## src/rtl/sha3_pkg.sv

```systemverilog
// Shared SHA-3 constants: rate per variant, padding byte/bit positions and
// the absorb-side FSM state encoding.
package sha3_pkg;

  localparam int RATE_WORDS_SHA3_512 = 9;
  localparam int RATE_WORDS_SHA3_384 = 13;
  localparam int RATE_WORDS_SHA3_256 = 17;
  localparam int RATE_WORDS_SHA3_224 = 18;

  localparam logic [7:0] DOMAIN_BYTE = 8'h06;
  localparam int         FINAL_BIT   = 7;

  typedef enum logic [1:0] {
    ABSORB = 2'd0,
    PAD    = 2'd1,
    DONE   = 2'd2
  } state_e;

endpackage

```

## src/rtl/padder1.sv

```systemverilog
// Combinational byte-padder for the final message word: keeps bytes
// 0..byte_num-1 (byte 0 at the MSBs), inserts the domain byte, zeroes the rest.
module padder1
  import sha3_pkg::*;
(
  input  logic [63:0] in,
  input  logic [2:0]  byte_num,
  output logic [63:0] out
);

  always_comb begin
    // NOTE: out gets a full default before the loop so no path leaves it unassigned (no latch).
    out = in;
    for (int i = 0; i < 8; i++) begin
      if (i == int'(byte_num)) begin
        out[63-8*i -: 8] = DOMAIN_BYTE;
      end else if (i > int'(byte_num)) begin
        out[63-8*i -: 8] = 8'h00;
      end
    end
  end

endmodule

```

## src/rtl/sha3_absorb_padder.sv

```systemverilog
// Assembles 64-bit message words into rate-sized blocks for Keccak-f[1600],
// applying SHA-3 padding and zero-filling the tail lanes of the last block.
module sha3_absorb_padder
  import sha3_pkg::*;
#(
  parameter int RATE_WORDS = RATE_WORDS_SHA3_512,
  parameter int CNT_W      = 5
) (
  input  logic                      clk,
  input  logic                      rst_n,
  input  logic                      init,
  input  logic [63:0]               in,
  input  logic                      in_ready,
  input  logic                      is_last,
  input  logic [2:0]                byte_num,
  output logic                      buffer_full,
  output logic [64*RATE_WORDS-1:0]  out,
  input  logic                      f_ack,
  output logic                      done
);

  localparam logic [CNT_W-1:0] LAST_LANE = CNT_W'(RATE_WORDS - 1);

  state_e                    state_q, state_d;
  logic [CNT_W-1:0]          cnt_q, cnt_d;
  logic                      full_q, full_d;
  logic [64*RATE_WORDS-1:0]  out_q, out_d;

  logic [63:0] pad_w;
  logic [63:0] w;
  logic        accept;
  logic        fill;
  logic        update;
  logic        last_lane;

  padder1 u_padder1 (
    .in       (in),
    .byte_num (byte_num),
    .out      (pad_w)
  );

  always_comb begin
    accept    = in_ready && !full_q && (state_q == ABSORB);
    fill      = (state_q == PAD) && !full_q;
    update    = accept || fill;
    last_lane = (cnt_q == LAST_LANE);

    w = '0;
    if (state_q == ABSORB) begin
      w = is_last ? pad_w : in;
    end
    // The closing pad10*1 bit lands in whichever lane ends the block.
    if (last_lane && ((state_q == PAD) || is_last)) begin
      w[FINAL_BIT] = 1'b1;
    end

    state_d = state_q;
    cnt_d   = cnt_q;
    full_d  = full_q;
    out_d   = out_q;

    if (update) begin
      out_d = {out_q[64*(RATE_WORDS-1)-1:0], w};
      cnt_d = cnt_q + 1'b1;
      if (last_lane) begin
        full_d = 1'b1;
      end
    end else if (f_ack && full_q) begin
      full_d = 1'b0;
      cnt_d  = '0;
    end

    case (state_q)
      ABSORB:  if (accept && is_last) state_d = last_lane ? DONE : PAD;
      PAD:     if (fill && last_lane) state_d = DONE;
      default: state_d = state_q;
    endcase

    if (init) begin
      state_d = ABSORB;
      cnt_d   = '0;
      full_d  = 1'b0;
      out_d   = '0;
    end
  end

  always_ff @(posedge clk or negedge rst_n) begin
    if (!rst_n) begin
      state_q <= ABSORB;
      cnt_q   <= '0;
      full_q  <= 1'b0;
      // NOTE: the wide block register is reset too, since a cleared out is observable after reset.
      out_q   <= '0;
    end else begin
      // NOTE: non-blocking so every register samples the pre-edge values of the others.
      state_q <= state_d;
      cnt_q   <= cnt_d;
      full_q  <= full_d;
      out_q   <= out_d;
    end
  end

  assign buffer_full = full_q;
  assign out         = out_q;
  assign done        = (state_q == DONE);

endmodule

```

## config.mk

```make
export PLATFORM = sky130hd
export DESIGN_NAME = sha3_absorb_padder
export DESIGN_NICKNAME = d
export VERILOG_FILES = /design/src/rtl/sha3_pkg.sv /design/src/rtl/padder1.sv /design/src/rtl/sha3_absorb_padder.sv
export SDC_FILE = /design/constraint.sdc
export NUM_CORES = 1
export LEC_CHECK = 0
export BUFFER_PORTS_ARGS = -buffer_cell sky130_fd_sc_hd__buf_2
export CELL_PAD_IN_SITES_DETAIL_PLACEMENT = 2
export CELL_PAD_IN_SITES_GLOBAL_PLACEMENT = 2
export CORE_MARGIN = 5
export CORE_UTILIZATION = 34
export CTS_CLUSTER_DIAMETER = 40
export DETAILED_ROUTE_END_ITERATION = 12
export PLACE_DENSITY = 0.86
export SLEW_MARGIN = 10
export SYNTH_ARGS = -nofsm -noshare
export SYNTH_HDL_FRONTEND = slang
export SYNTH_SLANG_ARGS = --single-unit
```

## constraint.sdc

```tcl
create_clock -name clk -period 2 [get_ports clk]
set_input_delay 0.4 -clock clk [delete_from_list [all_inputs] [get_ports clk]]
set_output_delay 0.4 -clock clk [all_outputs]
set_load 0.005 [all_outputs]
```

## Word-level counts from Yosys, hierarchy flattened

Index checks and enable logic that the tools add are counted.

| storage, ports and cells | value |
|---|---|
| output and inout port bits | 578 |
| bits in registers | 584 |
| input port bits | 73 |
| logic and storage cells | 74 |

| cells by class | value |
|---|---|
| order comparisons | 7 |
| add/sub/neg operators | 1 |
| equality and inequality tests | 13 |
| reductions and logical operators | 17 |
| muxes and demuxes | 32 |

Operator list:

| operator | count |
|---|---|
| 576-bit two-way mux | 2 |
| 64-bit two-way mux | 2 |
| 8-bit two-way mux | 15 |
| 5-bit two-way mux | 3 |
| 3-bit == test (first input constant) | 4 |
| 3-bit > comparator (first input constant) | 4 |
| 3-bit by 2-bit inequality test with 1-bit output (second input constant) | 3 |
| 2-bit two-way mux | 4 |
| 1-bit logical AND | 7 |
| 2-bit by 3-bit == test with 1-bit output (first input constant) | 2 |
| 2-bit by 3-bit > comparator with 1-bit output (first input constant) | 2 |
| 3-bit nonzero test | 2 |
| 5-bit by 1-bit adder with 5-bit output (second input constant) | 1 |
| 5-bit by 4-bit == test with 1-bit output (second input constant) | 1 |
| 1-bit two-way mux | 5 |
| 2-bit case mux with 2 select lines | 1 |
| 1-bit by 3-bit == test with 1-bit output (first input constant) | 1 |
| 1-bit by 3-bit > comparator with 1-bit output (first input constant) | 1 |
| 3-bit zero test | 1 |
| 3-bit AND reduction | 1 |
| 2-bit by 1-bit == test with 1-bit output (second input constant) | 1 |
| 2-bit == test (second input constant) | 1 |
| 2-bit zero test | 1 |
| 1-bit logical OR | 2 |
| other kinds (3) | 3 |

## Depth between registers and ports, before layout

| logic depth | value |
|---|---|
| depth after elaboration | 8 |
| gate-level depth with buffers | 6 |
| gate-level depth less buffers | 5 |

## Cells and area by module

Synthesis repeated with hierarchy kept, for this count alone.

| unflattened totals | value |
|---|---|
| cell total of the unflattened synthesis | 1554 |
| area, all modules | 22228.8 µm² |

By module, submodules not included:

| module | sequential area each (µm²) | times used | cells an instance | area each (µm²) |
|---|---|---|---|---|
| sha3_absorb_padder | 14614.0 | 1 | 1467 | 21665.8 |
| padder1 | 0.0 | 1 | 87 | 563.0 |

## Worst setup path after synthesis

Ideal clock, no wire load.

| timing | value |
|---|---|
| path kind | register to register |
| start point | register state_q[0] |
| end point | register out_q[25] (netlist: out[25]) |
| library setup time | 0.076 ns |
| arrival time | 1.597 ns |
| required time | 1.924 ns |
| slack | 0.328 ns |
| clock period less this slack | 1.672 ns |
| buffers on the path | 2 |
| cell stages (with the launch flop) | 6 |
| cells stage by stage | dfrtp_1 > or4b_1 > buf_6 > or2_0 > buf_6 > o2bb2ai_2 |

| between the ends | value |
|---|---|
| word-level cells in the longest chain between the ends | 4 |
| elaborated cells on any way between the ends | 9 |
| those cells by class | eq/ne: 1; mux: 3; reduce/logical: 5 |

RTL lines:

| item | RTL line | source |
|---|---|---|
| from (decl) | sha3_absorb_padder.sv:24 | `state_e state_q, state_d;` |
| from (signal assigned) | sha3_absorb_padder.sv:96 | `state_q <= state_d;` |
| 2-bit zero test / 2-bit by 1-bit == test with 1-bit output (equally long branches) | sha3_absorb_padder.sv:43, sha3_absorb_padder.sv:49, sha3_absorb_padder.sv:44 |  |
| 64-bit two-way mux, or another cell as far along | sha3_absorb_padder.sv:49 | `if (state_q == ABSORB) begin` |
| 576-bit two-way mux / 1-bit logical OR (equally long branches) | sha3_absorb_padder.sv:62, sha3_absorb_padder.sv:45 |  |
| 576-bit two-way mux / 2-bit nonzero test (equally long branches) | -- |  |
| to (signal assigned) | sha3_absorb_padder.sv:99 | `out_q <= out_d;` |
| to (decl) | sha3_absorb_padder.sv:27 | `logic [64*RATE_WORDS-1:0] out_q, out_d;` |

Several ways; a longest one is shown, not always the timed one. The select of a mux whose other input is x is not followed.
A chain may end at the register's enable or synchronous reset.

## Worst setup path after layout

| timing | value |
|---|---|
| start point | register state_q[0] |
| end point | register out_q[15] (netlist: out[15]) |

Same word-level chain as after synthesis.

==> impl_metrics.toml <==
[min_path]
hold_path_class = "input port to flip-flop"
hold-path-cell-count = 2

[critical_path]
cp.arrival_ns = 2.55
crit_cells = 5
max_stage_delay_ns = 0.56
ff2ff_path_depth = 5
cp.required_ns = 2.55
crit_chain = "or4b_1 > buf_6 > a211oi_4 > buf_12 > a22o_1"
cp-start-kind = "flip-flop"
worstPathMaxFanout = 10
crit_type = "flip-flop to flip-flop"
path_delay_family = "compound AO/OA/AOI/OAI gates"
crit_buf_inv = 2
cpMaxStageDelayCell = "or4b_1"
crit_path_end_kind = "flip-flop"

[synthesis]
yosysUniqueCellTypes = 41
yosysWarnings = 0
ys_ff_latch = 584
synth.cell_area_mm2 = 0.0210
ys_seq_area_share_pct = 69.7
syn_avg_cell_area_um2 = 15.3
syn_inst = 1366
synth_fp_nets = 1441

[routing]
drc_errors = 0
drtPass1Iterations = 5
routed_wl_mm = 97.0
drt-wirelength-per-cell_um = 32.4
viasPerCell = 5.71
ant_nets = 0
via_count = 17100
drtIter0Drc = 1054

[global_routing]
grt_max_degree = 71
grt_use_total_pct = 28.2
grt_antenna_before_repair = 4
grt_first_pass_wirelength_mm = 142
grt-ovfl-total = 0
grt_pass1_vias = 19300

[sta]
clock_skew_ns = 0.0482
worst_pin_slew_ns = 0.606
fin_tns_setup_ns = 0
setup_ws_ns = 0.00494
relSlewSlack_pct = 59.5
setup_violations = 0
finalMaxSlewViolations = 0
finalHoldViolCount = 0
period_minus_slack_ns = 2.00
fmax_mhz = 501
min_period_over_period_pct = 99.8

[clock_tree]
cts_buffer_depth = 3
clockRootBuffer = "clkbuf_16"
cts_sinks = 584
worstSkewPairLatency_ns = 0.64
h-tree-depth = 3
cts_tree = "yes"
clk_pin_slew_ns = 0.07
cts_buffers = 95
postCtsSetupRepairBufs = 0

[pwr]
p_seq_share_pct = 38.4
p_comb_share_pct = 5.5
p_leak_nw = 16.1
switchingPower_mw = 7.94
cellPowerDensity_mw_per_mm2 = 1070
pwr-share-clk_pct = 56.0
power.internal_mw = 23.7
p_sw_share_pct = 25.1
peakVddDrop_v = 0.000700

[placement]
routabilityCongestion = 0.888
pre_cts_ws_ns = -0.0769
hpwl_mm = 64.6
port_buffers = 650

[run]
max_cap_viol_count = 0

[final_layout]
syn2layout_area_growth_pct = 41.4
drive_above_1_share_pct = 43.2
final_nets = 2199
final_util_pct = 48.3

[floorplanning]
rows = 91
core_mm2 = 0.0614
start_util_pct = 34.1
die_h_um = 258
die_w_um = 258
boundaryPins = 651
die_area_mm2 = 0.0667

[run_status]
outcome = "finished, final reports clean"
## Yosys cell counts (all sizes together)
| master | count | area, um^2 |
|---|---|---|
| inv | 3 | 11.3 |
| mux2 | 1 | 11.3 |
| or2 | 7 | 43.8 |
| nand2b | 5 | 31.3 |
| a211oi | 3 | 60.1 |
| ha | 2 | 25.0 |
| nand3b | 1 | 7.51 |
| nor2 | 6 | 22.5 |
| nor3 | 5 | 56.3 |
| mux2i | 2 | 20.0 |
| buf | 101 | 515 |
| and3 | 2 | 12.5 |
| a22o | 568 | 4970 |
| a311oi | 1 | 8.76 |
| a221oi | 1 | 8.76 |
| nor3b | 1 | 7.51 |
| dfrtp | 584 | 14600 |
| nor4b | 3 | 26.3 |
| a21o | 4 | 30.0 |
| nand4b | 1 | 8.76 |
| a2111oi | 1 | 8.76 |
| and4b | 1 | 10.0 |
| xnor2 | 2 | 17.5 |
| nand3 | 5 | 25.0 |
| clkbuf | 28 | 105 |
| nor4 | 1 | 21.3 |
| o2bb2ai | 10 | 150 |
| nand2 | 2 | 7.51 |
| nor4bb | 2 | 20.0 |
| a221o | 1 | 10.0 |
| a21oi | 7 | 46.3 |
| nor2b | 2 | 12.5 |
| o21bai | 2 | 15.0 |
| or4b | 1 | 10.0 |
## area by class of cell
type	count	area [um^2]
clock inverter	66	952
inverter	3	11.3
tap	790	988
clock buffer	111	2510
fill	5768	31700
sequential	584	14600
antenna	1	2.50
multi-input combinational	650	5730
timing repair buffer	790	4830
## state kept, by name (all words and copies together) (netlist names)
signal	flops
buffer_full	1
cnt_q	5
out	576
state_q	2
## power groups by stage
stage / Combinational (mW) / Sequential (mW) / Clock (mW)
final: 1.76 / 12.1 / 17.7
after global placement: 1.54 / 12.3 / 0
after detailed placement: 1.64 / 12.3 / 0
after global routing: 1.88 / 12.2 / 18.6
after floorplan: 0.666 / 12.3 / 0
after CTS: 1.74 / 12.1 / 18.0
## per-stage QoR
step / power, mW / hold WS [ns] / cell area [um^2] / cells
2_1_floorplan: 12.9 / 0.104 / 21000 / 1366
3_3_place_gp: 13.9 / 0.352 / 25800 / 2783
3_5_place_dp: 14.0 / 0.355 / 25800 / 2783
4_1_cts: 31.8 / 0.00115 / 29600 / 2994
5_1_grt: 32.7 / 0.00552 / 29600 / 2995
6_report: 31.6 / 0.0255 / 29600 / 2995
## logic make-up after synthesis
| group | count (synthesis) | synth area share [%] |
|---|---|---|
| multiplexers | 3 | 0.149 |
| AO/OA/AOI/OAI | 598 | 25.4 |
| AND/OR/NAND/NOR | 45 | 1.54 |
| XOR/XNOR | 2 | 0.0836 |
| flip-flops | 584 | 69.7 |
| adder cells (fa/ha/maj) | 2 | 0.119 |
| buffers and inverters | 132 | 3.02 |
## repair_timing
action / 4_1_cts / 5_1_grt
setup endpoints to repair: 2 / 5
gates cloned: 0 / 0
pin swaps: 0 / 1
hold buffers: 34 / 0
endpoints found under the hold margin: 68 / 0
gates resized for setup: 1 / 3
## routing by layer
layer | track usage, % | routed length [um] | vias up
met3 | 5.50 | 5010 | 280
met2 | 47.6 | 48300 | 754
met1 | 34.0 | 37400 | 9163
li1 | - | - | 6886
met5 | 0 | 32 | -
met4 | 15.8 | 6340 | 4
## placed cells by master (no fill, tap or decap), drive strengths merged, types with 2 or more instances in the layout
master / synthesis / layout
mux2i: 2 / 2
a21o: 4 / 4
nand3: 5 / 5
nor4bb: 2 / 2
ha: 2 / 2
nand2b: 5 / 5
nor4b: 3 / 3
o2bb2ai: 10 / 10
clkbuf: 28 / 111
nor2b: 2 / 2
bufinv: 0 / 15
buf: 101 / 756
clkinvlp: 0 / 15
and3: 2 / 2
clkinv: 0 / 24
a22o: 568 / 568
or2: 7 / 7
a21oi: 7 / 7
dfrtp: 584 / 584
inv: 3 / 15
a211oi: 3 / 3
dlygate4sd3: 0 / 34
xnor2: 2 / 2
nand2: 2 / 2
nor2: 6 / 6
o21bai: 2 / 2
nor3: 5 / 5
## worst register-to-register path, stage by stage (launching register included)
cell and delay, ns:
dfrtp_1 0.44, or4b_1 0.56, buf_6 0.19, a211oi_4 0.35, buf_12 0.18, a22o_1 0.22
## worst paths after layout
path / from / endpoint / slack, ns
max: state_q[0] / out[15] / 0.005
min: in[38] / out[38] / 0.03
max reg2reg: state_q[0] / out[15] / 0.005
min reg2reg: out[558] / out[558] / 0.50
max in group asynchronous: rst_n / out[121] / 0.79
min in group asynchronous: rst_n / out[385] / 0.30
Note: power is estimated with default switching activity, not from simulation.
